`config.mk`:
```
export PLATFORM = sky130hd
export DESIGN_NAME = star_locator
export DESIGN_NICKNAME = d
export VERILOG_FILES = /design/src/rtl/star_pkg.sv /design/src/rtl/star_box_clamp.sv /design/src/rtl/star_locator.sv
export SDC_FILE = /design/constraint.sdc
export NUM_CORES = 1
export LEC_CHECK = 0
export CORE_AREA = 5 5 126 68
export DETAILED_ROUTE_END_ITERATION = 8
export DIE_AREA = 0 0 131 73
export GPL_TIMING_DRIVEN = 0
export PLACE_DENSITY = 0.57
export SYNTH_ARGS = -nofsm -noshare
export SYNTH_HDL_FRONTEND = slang
export SYNTH_HIERARCHICAL = 1
export SYNTH_SLANG_ARGS = --single-unit
export TNS_END_PERCENT = 100
```
`constraint.sdc`:
```
create_clock -name clk -period 2.1 [get_ports clk]
set_input_delay 0.42 -clock clk [delete_from_list [all_inputs] [get_ports clk]]
set_output_delay 0.42 -clock clk [all_outputs]
set_load 0.05 [all_outputs]
```
`src/rtl/star_pkg.sv`:
```
// Shared types and frame geometry for the star locator and its neighbouring stages.
`default_nettype none

package star_pkg;

  localparam int xSz   = 3;
  localparam int ySz   = 3;
  localparam int colSz = 3;
  localparam int X_MAX = 7;
  localparam int Y_MAX = 7;
  localparam int BOX_R = 1;

  localparam logic [colSz-1:0] THRESH = 3'd4;

  typedef enum logic [2:0] {
    ST_IDLE       = 3'd0,
    ST_READ       = 3'd1,
    ST_CHECK      = 3'd2,
    ST_BOX        = 3'd3,
    ST_CLEAN      = 3'd4,
    ST_WAIT_CLEAN = 3'd5,
    ST_NEXT       = 3'd6,
    ST_DONE       = 3'd7
  } state_t;

  function automatic logic is_bright(input logic [colSz-1:0] col);
    return col >= THRESH;
  endfunction

endpackage

`default_nettype wire

```
`src/rtl/star_box_clamp.sv`:
```
// Clamps a +/-R window around one coordinate to the range 0..MAX without wrapping.
`default_nettype none

module star_box_clamp #(
  parameter int W   = 3,
  parameter int R   = 1,
  parameter int MAX = 7
) (
  input  logic [W-1:0] i_coord,
  output logic [W-1:0] o_lo,
  output logic [W-1:0] o_hi
);

  localparam int WE = W + 1;

  localparam logic [W:0]   C_R_EXT  = WE'(R);
  localparam logic [W:0]   C_HI_LIM = WE'(MAX - R);
  localparam logic [W-1:0] C_R      = W'(R);
  localparam logic [W-1:0] C_MAX    = W'(MAX);

  logic [W:0] w_coord_ext;

  // Decisions are made one bit wider; the narrow add/sub only runs where it cannot wrap.
  assign w_coord_ext = {1'b0, i_coord};
  assign o_lo = (w_coord_ext < C_R_EXT)  ? '0    : i_coord - C_R;
  assign o_hi = (w_coord_ext > C_HI_LIM) ? C_MAX : i_coord + C_R;

endmodule

`default_nettype wire

```
`src/rtl/star_locator.sv`:
```
// ============================================================================
// Module      : star_locator
// Description : Raster-scans the frame buffer, boxes each bright pixel and
//               hands it to the cleaner. Optional watchdog on the cleaner
//               handshake: define STAR_LOCATOR_TIMEOUT_EN.
// Revision    : 1.1
// ============================================================================
`default_nettype none

module star_locator
    import star_pkg::*;
#(
    parameter int TIMEOUT = 255
)
(
    input  logic             clk,
    input  logic             reset,
    input  logic             goFind,
    output logic [xSz-1:0]   rdX,
    output logic [ySz-1:0]   rdY,
    input  logic [colSz-1:0] pixCol,
    output logic [xSz-1:0]   xLeft,
    output logic [xSz-1:0]   xRight,
    output logic [ySz-1:0]   yTop,
    output logic [ySz-1:0]   yBottom,
    output logic             goClean,
    input  logic             doneClean,
    output logic [xSz-1:0]   starX,
    output logic [ySz-1:0]   starY,
    output logic             starValid,
    output logic [7:0]       starCount,
    output logic             doneFind,
    output logic             timeoutErr
);

    localparam logic [xSz-1:0] C_X_LAST = xSz'(X_MAX);
    localparam logic [ySz-1:0] C_Y_LAST = ySz'(Y_MAX);

    state_t           r_state;
    logic [xSz-1:0]   r_rd_x;
    logic [ySz-1:0]   r_rd_y;
    logic [xSz-1:0]   r_star_x;
    logic [ySz-1:0]   r_star_y;
    logic [xSz-1:0]   r_x_left;
    logic [xSz-1:0]   r_x_right;
    logic [ySz-1:0]   r_y_top;
    logic [ySz-1:0]   r_y_bottom;
    logic [7:0]       r_star_count;
    logic             r_go_clean;
    logic             r_star_valid;
    logic             r_done_find;

    logic [xSz-1:0]   w_x_lo;
    logic [xSz-1:0]   w_x_hi;
    logic [ySz-1:0]   w_y_lo;
    logic [ySz-1:0]   w_y_hi;
    logic             w_last;
    logic [xSz-1:0]   w_next_x;
    logic [ySz-1:0]   w_next_y;

    star_box_clamp #(.W(xSz), .R(BOX_R), .MAX(X_MAX)) u_clamp_x (
        .i_coord (r_star_x),
        .o_lo    (w_x_lo),
        .o_hi    (w_x_hi)
    );

    star_box_clamp #(.W(ySz), .R(BOX_R), .MAX(Y_MAX)) u_clamp_y (
        .i_coord (r_star_y),
        .o_lo    (w_y_lo),
        .o_hi    (w_y_hi)
    );

    assign w_last   = (r_rd_x == C_X_LAST) && (r_rd_y == C_Y_LAST);
    assign w_next_x = (r_rd_x == C_X_LAST) ? '0 : r_rd_x + 1'b1;
    assign w_next_y = (r_rd_x == C_X_LAST) ? r_rd_y + 1'b1 : r_rd_y;

`ifdef STAR_LOCATOR_TIMEOUT_EN
    localparam logic [7:0] c_tmo_last = 8'(TIMEOUT - 1);
    logic [7:0] r_tmo_cnt;
    logic       r_timeout_err;
    assign timeoutErr = r_timeout_err;
`else
    assign timeoutErr = 1'b0;
`endif

    always_ff @(posedge clk) begin
        if (reset) begin
            r_state      <= ST_IDLE;
            r_rd_x       <= '0;
            r_rd_y       <= '0;
            r_star_x     <= '0;
            r_star_y     <= '0;
            r_x_left     <= '0;
            r_x_right    <= '0;
            r_y_top      <= '0;
            r_y_bottom   <= '0;
            r_star_count <= '0;
            r_go_clean   <= 1'b0;
            r_star_valid <= 1'b0;
            r_done_find  <= 1'b0;
`ifdef STAR_LOCATOR_TIMEOUT_EN
            r_tmo_cnt     <= '0;
            r_timeout_err <= 1'b0;
`endif
        end else begin
            r_go_clean   <= 1'b0;
            r_star_valid <= 1'b0;
            r_done_find  <= 1'b0;
            case (r_state)
                ST_IDLE: begin
                    if (goFind) begin
                        r_rd_x       <= '0;
                        r_rd_y       <= '0;
                        r_star_count <= '0;
`ifdef STAR_LOCATOR_TIMEOUT_EN
                        r_timeout_err <= 1'b0;
`endif
                        r_state      <= ST_READ;
                    end
                end
                ST_READ: r_state <= ST_CHECK;
                ST_CHECK: begin
                    if (is_bright(pixCol)) begin
                        r_star_x <= r_rd_x;
                        r_star_y <= r_rd_y;
                        r_state  <= ST_BOX;
                    end else if (w_last) begin
                        r_done_find <= 1'b1;
                        r_state     <= ST_DONE;
                    end else begin
                        r_rd_x  <= w_next_x;
                        r_rd_y  <= w_next_y;
                        r_state <= ST_READ;
                    end
                end
                ST_BOX: begin
                    r_x_left     <= w_x_lo;
                    r_x_right    <= w_x_hi;
                    r_y_top      <= w_y_lo;
                    r_y_bottom   <= w_y_hi;
                    if (r_star_count != 8'hFF) r_star_count <= r_star_count + 8'd1;
                    r_go_clean   <= 1'b1;
                    r_star_valid <= 1'b1;
                    r_state      <= ST_CLEAN;
                end
                ST_CLEAN: begin
`ifdef STAR_LOCATOR_TIMEOUT_EN
                    r_tmo_cnt <= '0;
`endif
                    r_state <= ST_WAIT_CLEAN;
                end
                ST_WAIT_CLEAN: begin
                    if (doneClean) begin
                        r_state <= ST_NEXT;
                    end
`ifdef STAR_LOCATOR_TIMEOUT_EN
                    else if (r_tmo_cnt == c_tmo_last) begin
                        r_timeout_err <= 1'b1;
                        r_state       <= ST_NEXT;
                    end else begin
                        r_tmo_cnt <= r_tmo_cnt + 8'd1;
                    end
`endif
                end
                ST_NEXT: begin
                    // The resumed read follows cleaning, so the current star reads back black.
                    if (w_last) begin
                        r_done_find <= 1'b1;
                        r_state     <= ST_DONE;
                    end else begin
                        r_rd_x  <= w_next_x;
                        r_rd_y  <= w_next_y;
                        r_state <= ST_READ;
                    end
                end
                ST_DONE: r_state <= ST_IDLE;
                default: r_state <= ST_IDLE;
            endcase
        end
    end

    assign rdX       = r_rd_x;
    assign rdY       = r_rd_y;
    assign starX     = r_star_x;
    assign starY     = r_star_y;
    assign xLeft     = r_x_left;
    assign xRight    = r_x_right;
    assign yTop      = r_y_top;
    assign yBottom   = r_y_bottom;
    assign starCount = r_star_count;
    assign goClean   = r_go_clean;
    assign starValid = r_star_valid;
    assign doneFind  = r_done_find;

endmodule

`default_nettype wire
```
# --- Word-level counts from Yosys, hierarchy flattened ---
# Index checks and enable logic that the tools add are counted.
totals:
  regBits: 37
  input_bits: 7
  word_cells: 71
op_classes:
  add_sub_neg: 7
  order_cmp: 5
  eq_ne: 14
  n_mux: 25
  n_reduce_logical: 8
op_table:
  columns: ["operator", "n"]
  rows:
  - ["two-way mux 3 bit", 15]
  - ["one-hot mux 3 bit (8 select lines)", 1]
  - ["== test 3 bit, second input constant", 6]
  - ["one-hot mux 3 bit (3 select lines)", 2]
  - ["two-way mux 8 bit", 2]
  - ["one-hot mux 8 bit (2 select lines)", 1]
  - ["adder 3 x 1 -> 3 bit, second input constant", 4]
  - ["adder 8 x 1 -> 8 bit, second input constant", 1]
  - ["inequality test 2 bit, second input constant", 4]
  - ["inequality test 8 bit, second input constant", 1]
  - ["== test 3 x 2 -> 1 bit, second input constant", 2]
  - ["greater-than comparator 3 bit, second input constant", 2]
  - ["< comparator 3 x 1 -> 1 bit, second input constant", 2]
  - ["AND reduction 3 bit", 2]
  - ["subtractor 3 x 1 -> 3 bit, second input constant", 2]
  - ["AND reduction 2 bit", 2]
  - ["== test 3 x 1 -> 1 bit, second input constant", 1]
  - ["greater-or-equal comparator 3 bit, second input constant", 1]
  - ["zero test 3 bit", 1]
  - ["two-way mux 1 bit", 3]
  - ["nonzero test 3 bit", 1]
  - ["one-hot mux 1 bit (2 select lines)", 1]
  - ["nonzero test 2 bit", 1]
  - ["logical AND 1 bit", 1]

# --- Longest topological paths before layout ---
logic_depth:
  depth_word: 5
  depth_mapped: 6

# --- Modules after synthesis ---
# Netlist, hierarchy kept.
modules_own_cells:
  columns: ["module", "instances", "cells_per_inst", "area_each_um2", "seq_area_each_um2"]
  rows:
  - ["star_locator", 1, 191, 1696.6, 740.7]
  - ["star_box_clamp", 2, 17, 110.1, 0.0]

# --- Worst setup path before layout ---
# OpenSTA, ideal clock, no wires.
synth_path:
  kind: "register -> register"
  start: "reg r_star_count[0], in the netlist starCount[0]"
  end: "reg r_star_count[0], in the netlist starCount[0]"
  setup_ns: 0.116
  arrival_time_ns: 1.853
  slack_ns: 0.131
  path_stages_with_launch: 6
  n_path_buf: 0
  synth_period_minus_slack_ns: 1.969
  cell_sequence: "dfxtp_1 -> ha_1 -> nand3_2 -> or3_4 -> nor4b_1 -> a31o_2"
synth_between:
  elab_chain_len: 3
  word_cells_on_any_way: 6
  classes_between: "1 x add/sub; 2 x eq/ne; 2 x mux; 1 x reduce/logical"
synth_lines:
  columns: ["item", "line_no", "text"]
  rows:
  - ["from (decl)", "star_locator.sv:48", "logic [7:0] r_star_count;"]
  - ["from (signal assigned)", "star_locator.sv:141", "if (r_star_count != 8'hFF) r_star_count <= r_star_count + 8'd1;"]
  - ["adder 8 x 1 -> 8 bit or inequality test 8 bit (tied branches)", "star_locator.sv:141", null]
  - ["two-way mux 8 bit or inequality test 2 bit (tied branches)", null, null]
  - ["one-hot mux 8 bit (2 select lines) or AND reduction 3 bit (tied branches)", null, null]
# Several ways; a longest one is shown, not always the timed one. The select of a mux whose other input is x is not followed.
# A chain may end at the register's enable or synchronous reset.

# --- Worst setup path in the final report ---
layout_path:
  start: "reg r_star_x[1], in the netlist starX[1]"
  end: "out starX[1]"
layout_rtl:
  columns: ["item", "line_no", "text"]
  rows:
  - ["from (decl)", "star_locator.sv:42", "logic [xSz-1:0] r_star_x;"]
  - ["from (signal assigned)", "star_locator.sv:124", "r_star_x <= r_rd_x;"]
  - ["to (decl)", "star_locator.sv:28", "output logic [xSz-1:0] starX,"]
# No word-level cell between the ends.

==> flow_summary.yaml <==
status:
  run_status: "completed"
cts:
  htree_levels: 2
  post-cts-setup-buffer-count: 0
  cts_tree: "yes"
  clock_latency_ps: 280
  numClockSinks: 37
  cts_buffers: 5
  cts_resized: 0
  holdBufCountCts: 0
  clockRootBuffer: "clkbuf_16"
  clk_pin_slew_ps: 60
  clk_path_buf_depth: 2
timing:
  clock_skew_ps: 8.91
  post-route-period-util_pct: 96.5
  holdWs_ps: 453
  drv_slew: 0
  setup_viol: 0
  setup_tns_ps: 0
  timing.fmax_mhz: 494
  hold_viol_final: 0
  max-slew-margin-rel_pct: 63.6
  tightest_slew_ps: 544
  rsz0062_at_grt: "no"
  period_minus_slack_ps: 2030
finish:
  fin_cells: 372
  layout_commonest_cell: "clkdlybuf4s50_1"
  layout_common_cells: "39 x clkdlybuf4s50_1, 38 x nand2_1, 37 x dfxtp_1"
  area_growth_pct: 36.1
  fillers: 772
  drive_gt1_share_pct: 10.7
  nNetsFinal: 290
  diodes: 0
floorplanning:
  die_area_mm2: 0.00956
  start_util_pct: 25.4
  die_h_um: 73
  die_x_um: 131
  num_rows: 23
  coreArea_mm2: 0.00754
  io-pin-count: 43
worst_setup_path:
  worst_setup_path_end_kind: "output port"
  crit_family: "buffers and inverters"
  critPathLaunchType: "register"
  crit_slowest_cell: "clkdlybuf4s50_1"
  path_cells: "clkdlybuf4s50_1"
  crit_fanout: 8
  crit_type: "reg2out"
  critPathBufInv: 1
  worstPathRequired_ps: 1680
  arrival_ps: 1610
  max_stage_delay_ps: 860
yosys:
  synth_top_area_share_pct: 38.6
  ys_types: 42
  syn_nets: 244
  syn_inst: 225
  synth_edf_count: 0
  synthFlopType: "dfxtp_1"
  synth_warnings: 6
  async_reset_ff_share_pct: 0
  synth.cell_area_mm2: 0.00192
  ys_seq_area_share_pct: 38.6
  avgSynthCellArea_um2: 8.52
  synth.area.top_cells: "dfxtp_1 39%, ha_1 7.8%, mux2i_1 7.8%"
  yosys.area.top_type: "dfxtp_1"
  synth-seq-cells: 37
detailed_routing:
  route.detailed.drc: 0
  highest_layer: "met4"
  drt_iter0_markers: 122
  first_pass_iters: 5
  drt_wl_total_um: 4800
  avgViaCountPerCell: 4.41
  met1Wirelength_um: 2590
  met2_length_um: 1900
  routed-wl-met3_um: 300
  postRouteAntennaNets: 0
  wl_per_cell_um: 12.9
  routed-via-count: 1641
power_and_ir_drop:
  p_per_area_mw_per_mm2: 670
  ir_worst_vdd_mv: 0.337
  combPwrFrac_pct: 8.1
  netSwitchingPower_uw: 392
  seqPwrFrac_pct: 40.8
  p_sw_share_pct: 22.4
  intPower_mw: 1.36
  leakage_nw: 0.975
  pwr-share-clk_pct: 51.0
global_route:
  grt_pass1_vias: 1555
  antenna_found_initial: 0
  grt_pass1_wl_um: 8020
  grt_usage_pct: 10.8
  grt_overflow: 0
  grt_max_degree: 13
place:
  io_buffers: 39
  dpl.cell_count: 364
  dp_hpwl_um: 3710
  finalWeightedCongestion: 0.835
hold_path:
  hp-class: "reg2reg"
flow_run:
  cap_viol_max_count: 0
## worst paths after layout
path / endpoint / slack (ps) / cells past startpoint / startpoint
worst max-delay path: starX[1] / 70 / 1 / starX[1]
worst min-delay path: xRight[0] / 450 / 2 / xRight[0]
worst max register to register: starCount[0] / 410 / 5 / starCount[0]
worst min register to register: xRight[0] / 450 / 2 / xRight[0]
## synthesized netlist by cell type (2+ instances only)
| master | count |
|---|---|
| nand2_1 | 38 |
| dfxtp_1 | 37 |
| nor2_1 | 25 |
| a21oi_1 | 20 |
| mux2i_1 | 15 |
| ha_1 | 12 |
| nand2b_1 | 10 |
| inv_1 | 7 |
| o21ai_0 | 6 |
| buf_4 | 4 |
| clkbuf_1 | 4 |
| a31oi_1 | 3 |
| nand3_1 | 3 |
| nor3_1 | 3 |
| o21ai_1 | 3 |
| a31o_2 | 2 |
| and2_1 | 2 |
| buf_2 | 2 |
| inv_2 | 2 |
| nor2_2 | 2 |
| nor2b_1 | 2 |
| o21bai_1 | 2 |
| or4_1 | 2 |
## state kept, by name, summed over array words and instances (netlist names)
name	count
doneFind	1
rdY	3
yTop	3
starX	3
xLeft	3
rdX	3
starY	3
xRight	3
yBottom	3
starValid	1
r_state	3
starCount	8
## through the flow
stage          total power [mW]  setup WS (ps)  utilization (%)  area [um^2]
6_report                   1.75           73.8             34.6         2610
2_1_floorplan             0.834            131                -         1920
3_3_place_gp              0.871           -162             32.3         2430
3_5_place_dp              0.873           -149             32.3         2430
4_1_cts                    1.77           43.5             34.6         2610
5_1_grt                    1.81           13.7             34.6         2610
## per-layer routing
metal	track usage, %	vias up
met4	2.05	0
met3	3.80	2
li1	-	853
met5	0	-
met2	14.5	38
met1	16.3	748
## power groups by stage
stage | clock network [mW] | logic (mW) | registers, mW
after global routing | 0.941 | 0.154 | 0.715
after CTS | 0.912 | 0.144 | 0.714
after detailed placement | 0 | 0.143 | 0.730
final | 0.892 | 0.142 | 0.714
after global placement | 0 | 0.141 | 0.729
after floorplan | 0 | 0.0936 | 0.740
## kinds of logic after synthesis
| logic type | count (synthesis) | synth area share (%) |
|---|---|---|
| simple gates | 99 | 27.7 |
| compound gates | 40 | 12.0 |
| flops | 37 | 38.6 |
| buf+inv | 20 | 5.22 |
| mux | 16 | 8.42 |
| fa+ha+maj | 12 | 7.83 |
| other cells | 1 | 0.196 |
## layout make-up
type / instances / area [um^2] / area share [%]
repair buffers: 39 / 390 / 15.0
clock inverters: 2 / 37.5 / 1.44
plain buffers: 11 / 66.3 / 2.54
well taps: 100 / 125 / 4.80
inverters: 9 / 33.8 / 1.29
multi-input cells: 168 / 1080 / 41.2
flip-flops and latches: 37 / 741 / 28.4
clock buffers: 6 / 139 / 5.32
(Power assumes the default switching activity.)
